$ cat config.mk
export PLATFORM = sky130hd
export DESIGN_NAME = rcc_digit_buffer
export DESIGN_NICKNAME = d
export VERILOG_FILES = /design/src/rtl/rcc_digit_buffer.sv
export SDC_FILE = /design/constraint.sdc
export NUM_CORES = 1
export LEC_CHECK = 0
export BUFFER_PORTS_ARGS = -buffer_cell sky130_fd_sc_hd__buf_2
export CAP_MARGIN = 20
export CORE_ASPECT_RATIO = 0.5
export CORE_MARGIN = 1
export CORE_UTILIZATION = 30
export DETAILED_ROUTE_END_ITERATION = 10
export PLACE_DENSITY_LB_ADDON = 0.12
export RECOVER_POWER = 25
export SYNTH_ARGS = -nofsm -noshare
export SYNTH_HDL_FRONTEND = slang
export SYNTH_SLANG_ARGS = --single-unit
$ cat constraint.sdc
create_clock -name clk -period 3.6 [get_ports clk]
set_clock_uncertainty 0.15 [all_clocks]
set_input_delay 0.54 -clock clk [delete_from_list [all_inputs] [get_ports clk]]
set_output_delay 0.54 -clock clk [all_outputs]
set_load 0.005 [all_outputs]
$ cat src/rtl/rcc_digit_buffer.sv
// rcc_digit_buffer: queues RCC characters in a FIFO with sequence check, burst-end marker and irq
module rcc_digit_buffer #(
   parameter int DEPTH   = 16,
   parameter int AW      = 4,
   parameter int TIMEOUT = 65535
) (
   input  logic          clk,
   input  logic          reset,
   input  logic          digit_clk,
   input  logic [7:0]    din,
   input  logic          din_flag,
   input  logic          rd_en,
   input  logic [AW:0]   irq_thresh,
   input  logic          clear,
   output logic [7:0]    rd_data,
   output logic          rd_valid,
   output logic          empty,
   output logic          full,
   output logic [AW:0]   count,
   output logic          overflow,
   output logic          seq_err,
   output logic          irq
);
   logic          dclk_d, last_flag, armed;
   logic [15:0]   idle_cnt;
   logic [AW-1:0] wr_ptr, rd_ptr;
   logic [7:0]    mem [DEPTH];
   logic          cap, mark, push, pop, do_push, drop, ovf_next, irq_next;
   logic [7:0]    push_data;
   logic [AW:0]   count_next;

   assign empty = count == '0;
   assign full  = count == (AW+1)'(DEPTH);

   always_comb begin
      cap        = digit_clk & ~dclk_d;
      mark       = armed & ~cap & (idle_cnt == 16'(TIMEOUT - 1));
      push       = cap | mark;
      push_data  = cap ? {1'b0, din[6:0]} : 8'h80;
      pop        = rd_en & ~empty;
      do_push    = push & (~full | pop);
      drop       = push & full & ~pop;
      count_next = clear ? '0 : count + (AW+1)'(do_push) - (AW+1)'(pop);
      ovf_next   = ~clear & (overflow | drop);
      irq_next   = ovf_next | ((irq_thresh != '0) & (count_next >= irq_thresh));
   end

   always_ff @(posedge clk)
      if (!reset && !clear && do_push) mem[wr_ptr] <= push_data;

   always_ff @(posedge clk) begin
      if (reset) begin
         dclk_d    <= 1'b0;
         last_flag <= 1'b1;
         armed     <= 1'b0;
         idle_cnt  <= '0;
         wr_ptr    <= '0;
         rd_ptr    <= '0;
         count     <= '0;
         rd_data   <= '0;
         rd_valid  <= 1'b0;
         overflow  <= 1'b0;
         seq_err   <= 1'b0;
         irq       <= 1'b0;
      end else begin
         dclk_d   <= digit_clk;
         count    <= count_next;
         overflow <= ovf_next;
         irq      <= irq_next;
         if (clear) begin
            wr_ptr   <= '0;
            rd_ptr   <= '0;
            seq_err  <= 1'b0;
            armed    <= 1'b0;
            idle_cnt <= '0;
            rd_valid <= 1'b0;
         end else begin
            rd_valid <= pop;
            if (pop) begin
               rd_data <= mem[rd_ptr];
               rd_ptr  <= rd_ptr + 1'b1;
            end
            if (do_push) wr_ptr <= wr_ptr + 1'b1;
            if (cap) begin
               seq_err   <= seq_err | (din_flag == last_flag);
               last_flag <= din_flag;
               armed     <= 1'b1;
               idle_cnt  <= '0;
            end else if (mark) begin
               armed    <= 1'b0;
               idle_cnt <= '0;
            end else if (armed) begin
               idle_cnt <= idle_cnt + 1'b1;
            end
         end
      end
   end
endmodule

[After elaboration in Yosys (flattened, before gate mapping)]
Memories as Yosys holds them, arrays and structs flattened. A register that Yosys moved wholly into a read port is not among the register bits.
Cells that the tools add are included.
Operators by class
  $add $sub $neg: 5
  $lt $le $gt $ge: 1
  equality and inequality tests: 3
  mux-type cells: 6
  bitwise gates (word level): 20
  reduce and logical (&&, ||, !) cells: 11
Operators by type and width (count)
  $add 16x1->16 const B: 1
  $eq 16x16->1 const B: 1
  $and 1x1->1: 9
  $add 4x1->4 const B: 2
  $mux 8: 1
  $not 1->1: 6
  $add 5x1->5: 1
  $eq 5x5->1 const B: 1
  $ge 5x5->1: 1
  $logic_not 5->1: 1
  $mux 5: 1
  $or 1x1->1: 5
  $reduce_bool 5->1: 1
  $sub 5x1->5: 1
  $mux 1: 4
  $reduce_and 2->1: 2
  $reduce_or 4->1: 1
  $logic_and 1x1->1: 2
  $logic_not 1->1: 2
  $reduce_bool 2->1: 1
  $reduce_or 2->1: 1
  $eq 1x1->1: 1
Storage, ports and cells
  register bits: 36
  RAM bits: 128
  input port bits: 19
  output and inout bits: 19
  memories: 1
Memory list
  mem: words 16, bits a word 8, rd ports 1, clocked after Yosys merged registers in 1, wr ports 1, RTL line 27  | logic [7:0] mem [DEPTH];

[Longest topological paths before layout]
  word-level depth: 13
  gate-level depth with buffers: 18

[Worst setup path before layout]
OpenSTA, ideal clock, no wires.
  path kind: input-to-reg
  start: input port digit_clk
  end: register irq
  arrival: 3.153 ns
  data required time: 3.323 ns
  path slack: 0.169 ns
  stages: 16
  buffers on the path: 1
  cells stage by stage: nor2b_1 > inv_1 > a21boi_4 > buf_4 > a21bo_2 > ha_1 > inv_1 > fa_1 > inv_1 > a21oi_1 > o21bai_1 > xnor2_1 > nor2_1 > ha_1 > o21ai_0 > o22ai_1
Between the ends
  cells in the longest elaborated chain, start to end: 12
RTL lines
  start, declared: RTL line 9  | input logic digit_clk,
  $and 1x1->1 (*): RTL line 36  | cap = digit_clk & ~dclk_d;
  $not 1->1: RTL line 37  | mark = armed & ~cap & (idle_cnt == 16'(TIMEOUT - 1));
  $and 1x1->1 (2 in a row): RTL line 37
  $or 1x1->1 (*): RTL line 38  | push = cap | mark;
  $and 1x1->1 (*): RTL line 41  | do_push = push & (~full | pop);
  $add 5x1->5 (*): RTL line 43  | count_next = clear ? '0 : count + (AW+1)'(do_push) - (AW+1)'(pop);
  $sub 5x1->5 (*): RTL line 43
  $mux 5 (*): RTL line 43
  net count_next[4]: RTL line 30  | logic [AW:0] count_next;
  $ge 5x5->1 (*): RTL line 45  | irq_next = ovf_next | ((irq_thresh != '0) & (count_next >= irq_thresh));
  $and 1x1->1 (*): RTL line 45
  $or 1x1->1 (*): RTL line 45
  end signal, assigned: RTL line 69  | irq <= irq_next;
  end, declared: RTL line 22  | output logic irq
The timed path passes the listed nets; every way through them passes the cells marked *.
A chain may end at the register's enable or synchronous reset.

[Worst setup path after layout]
  start: register idle_cnt[12]
  end: register irq
Between the ends
  cells in the longest elaborated chain, start to end: 10
RTL lines
  start, declared: RTL line 25  | logic [15:0] idle_cnt;
  start signal, assigned: RTL line 93  | idle_cnt <= idle_cnt + 1'b1;
  $eq 16x16->1: RTL line 37
  $and 1x1->1: RTL line 37
  $or 1x1->1: RTL line 38
  $and 1x1->1: RTL line 41
  $add 5x1->5: RTL line 43
  $sub 5x1->5: RTL line 43
  $mux 5: RTL line 43
  net count_next[4]: RTL line 30
  $ge 5x5->1: RTL line 45
  $and 1x1->1: RTL line 45
  $or 1x1->1: RTL line 45
The timed path passes the listed nets, and every way through them passes these cells.

==> results.cfg <==
[status]
status = finished clean

[pwr]
seq_power_share_pct = 44.2
power_density_nw_per_um2 = 596
p_comb_share_pct = 13.7
switchingPower_mw = 1.22
ir_worst_vdd_mv = 0.345
p_leak_nw = 2.96
clkPwrFrac_pct = 42.1
sw_frac_of_total_pct = 24.4
p_int_mw = 3.78

[timing]
rsz0062_at_grt = false
max_freq_mhz = 299
drv_slew = 0
period_minus_slack_ps = 3340
hold_viol_final = 0
setup-violations-final = 0
worst_pin_slew_ps = 861
min_period_over_period_pct = 92.9
timing.hold.ws_ps = 202
relSlewSlack_pct = 42.6
finalSetupTns_ps = 0

[finish]
area_delta_synth_final_pct = 18.7
finish.utilization_pct = 36.5
antennaDiodeCount = 0
fin_area_um2 = 8400
nNetsFinal = 563
drive_gt1_share_pct = 23.6

[critical_path]
cp.buffers_inverters = 2
worstPathMaxFanout = 4
path_cells = nand4_1 -> or4_4 -> and2_4 -> nand2_1 -> a21bo_2 -> ha_1 -> inv_1 -> fa_2 -> inv_1 -> a21oi_1 -> o21bai_1 -> xnor2_1 -> nor2_1 -> ha_1 -> o21ai_1 -> o22ai_1
cp-end-kind = flop
critPathSlowestCell = or4_4
crit_arrival_ps = 3500
crit_type = reg2reg
critPathLaunchType = flop
worstPathRequired_ps = 3760
critPathMaxStageDelay_ps = 580
critPathTopFamily = simple AND/OR/NAND/NOR gates

[global_route]
grt_pass1_vias = 4168
antenna_found_initial = 0
grt_overflow = 0
grt_start_max_net_pins = 33
grt_pass1_wl_mm = 24.6
grt_use_total_pct = 13.9

[synthesis]
ys.flop_type = edfxtp_1
async_flop_share_pct = 0
synthCells = 464
synth.distinct_cells = 46
synth_area_um2 = 7070
synth_seq_cells = 172
synth_top_area_cell = edfxtp_1
avgSynthCellArea_um2 = 15.2
synth_common_cells = 128 x edfxtp_1, 44 x dfxtp_1, 43 x nor2_1, 32 x mux4_2, 28 x nand2_1
ys_warn_count = 0
yosys.cell_count.top_type = edfxtp_1
yosysTopAreaCellShare_pct = 54.3
syn-num-nets = 501
synth_edf_count = 128
yosysSeqAreaShare_pct = 66.8
synth_area_leaders = edfxtp_1 54%, dfxtp_1 12%, mux4_2 10%

[clock_network]
cts.clk_slew.worst_paths_ps = 70
numCtsBuffers = 17
post-cts-setup-buffers = 0
cts_htree_levels = 4
cts_root_buf = clkbuf_16
clock_latency_ps = 430
cts_buffer_depth = 2
cts.sinks = 172
cts_tree = done

[floorplanning]
io_pins = 38
die_w_um = 219
rows = 39
initial_utilization_pct = 30.8
die_height_um = 111
core_um2 = 23000
die_area_um2 = 24200

[placed_design]
dp_hpwl_mm = 10.2
routabilityCongestion = 0.712
io_buffer_count = 36
place_area_um2 = 7730

[route]
wl_mm = 15.5
vias_per_cell = 4.63
drt_pass1_iterations = 4
drtIter0Drc = 134
ant_nets = 0
dr_total_vias = 3915
drc = 0
wl_per_cell_um = 18.3

[min_path]
hold_path_class = in2reg

[run]
drv_cap = 0
## state kept, by name (all words and copies together), names as in the netlist
| signal | cells |
|---|---|
| armed | 1 |
| count | 5 |
| dclk_d | 1 |
| idle_cnt | 16 |
| irq | 1 |
| last_flag | 1 |
| mem | 128 |
| overflow | 1 |
| rd_data | 8 |
| rd_ptr | 4 |
| rd_valid | 1 |
| seq_err | 1 |
| wr_ptr | 4 |
## worst paths after layout
path                     start    endpoint  slack (ps)  cells after the start
setup / recovery  idle_cnt[12]         irq         260                     16
setup reg to reg  idle_cnt[12]         irq         260                     16
hold / removal       digit_clk      dclk_d         200                      2
hold reg to reg     rd_data[1]  rd_data[1]         310                      1
## metrics by stage
stage          std cells  setup slack, ps  total power [mW]
4_1_cts              846             84.6              5.07
6_report             846              257              5.00
3_3_place_gp         814              107              2.95
5_1_grt              846             2.61              5.23
2_1_floorplan        464              169              2.72
3_5_place_dp         814              113              2.96
## cell families (layout without fill, tap and decap cells)
group                    after synthesis  in the layout  synth area share (%)
flip-flops                           172            172                  66.8
AND/OR/NAND/NOR                      138            138                  9.98
AO/OA/AOI/OAI                         45             45                  4.55
buffers and inverters                 34            109                  2.10
multiplexers                          33             33                  10.3
XOR/XNOR                              24             24                  2.97
adder cells (fa/ha/maj)               18             18                  3.29
## layer usage
layer | up-vias | wire length [um] | global-route usage, %
li1 | 1882 | - | -
met1 | 1968 | 7790 | 19.8
met2 | 57 | 6960 | 20.8
met3 | 8 | 611 | 3.47
met4 | 0 | 116 | 4.17
met5 | - | 0 | 0
## worst register-to-register path, stage by stage, from the launching register on
cell and delay (ps):
dfxtp_1 370, nand4_1 140, or4_4 580, and2_4 190, nand2_1 80, a21bo_2 230
ha_1 190, inv_1 70, fa_2 200, inv_1 40, a21oi_1 120, o21bai_1 90
xnor2_1 200, nor2_1 80, ha_1 280, o21ai_1 130, o22ai_1 90
## cell usage in the layout (no fill, tap or decap), types with 3 or more instances in the layout
cell / instances
a211o_1: 8
a21oi_1: 16
a22o_1: 8
and2_0: 3
and2_1: 5
and3_1: 19
buf_2: 29
buf_4: 22
bufinv_16: 5
clkbuf_1: 10
clkbuf_16: 17
dfxtp_1: 42
edfxtp_1: 128
ha_1: 17
inv_1: 16
inv_8: 4
mux4_2: 32
nand2_1: 28
nand2b_1: 3
nand3_1: 8
nand4_1: 9
nor2_1: 43
nor2b_1: 3
nor3_1: 4
o21ai_0: 3
xnor2_1: 12
xor2_1: 12
## timing repair
| item | 4_1_cts | 5_1_grt |
|---|---|---|
| hold buffers | 0 | 0 |
| gates resized for setup | 0 | 4 |
| endpoints found under the hold margin | 0 | 0 |
| endpoints found under the setup margin | 0 | 1 |
## power groups by stage
| stage | Combinational (mW) | Sequential (mW) | Clock, mW |
|---|---|---|---|
| 3_5_place_dp | 0.701 | 2.26 | 0 |
| 4_1_cts | 0.704 | 2.21 | 2.15 |
| 2_1_floorplan | 0.467 | 2.25 | 0 |
| 3_3_place_gp | 0.697 | 2.26 | 0 |
| 6_report | 0.684 | 2.21 | 2.10 |
| 5_1_grt | 0.787 | 2.22 | 2.23 |
## final cells by class
cell class	count	area [um2]
timing repair buffer	60	344
multi-input combinational	258	2210
fill	2192	14600
sequential	172	4730
tap	307	384
inverter	17	63.8
clock inverter	13	228
clock buffer	19	443
Note: power is estimated with default switching activity, not from simulation.
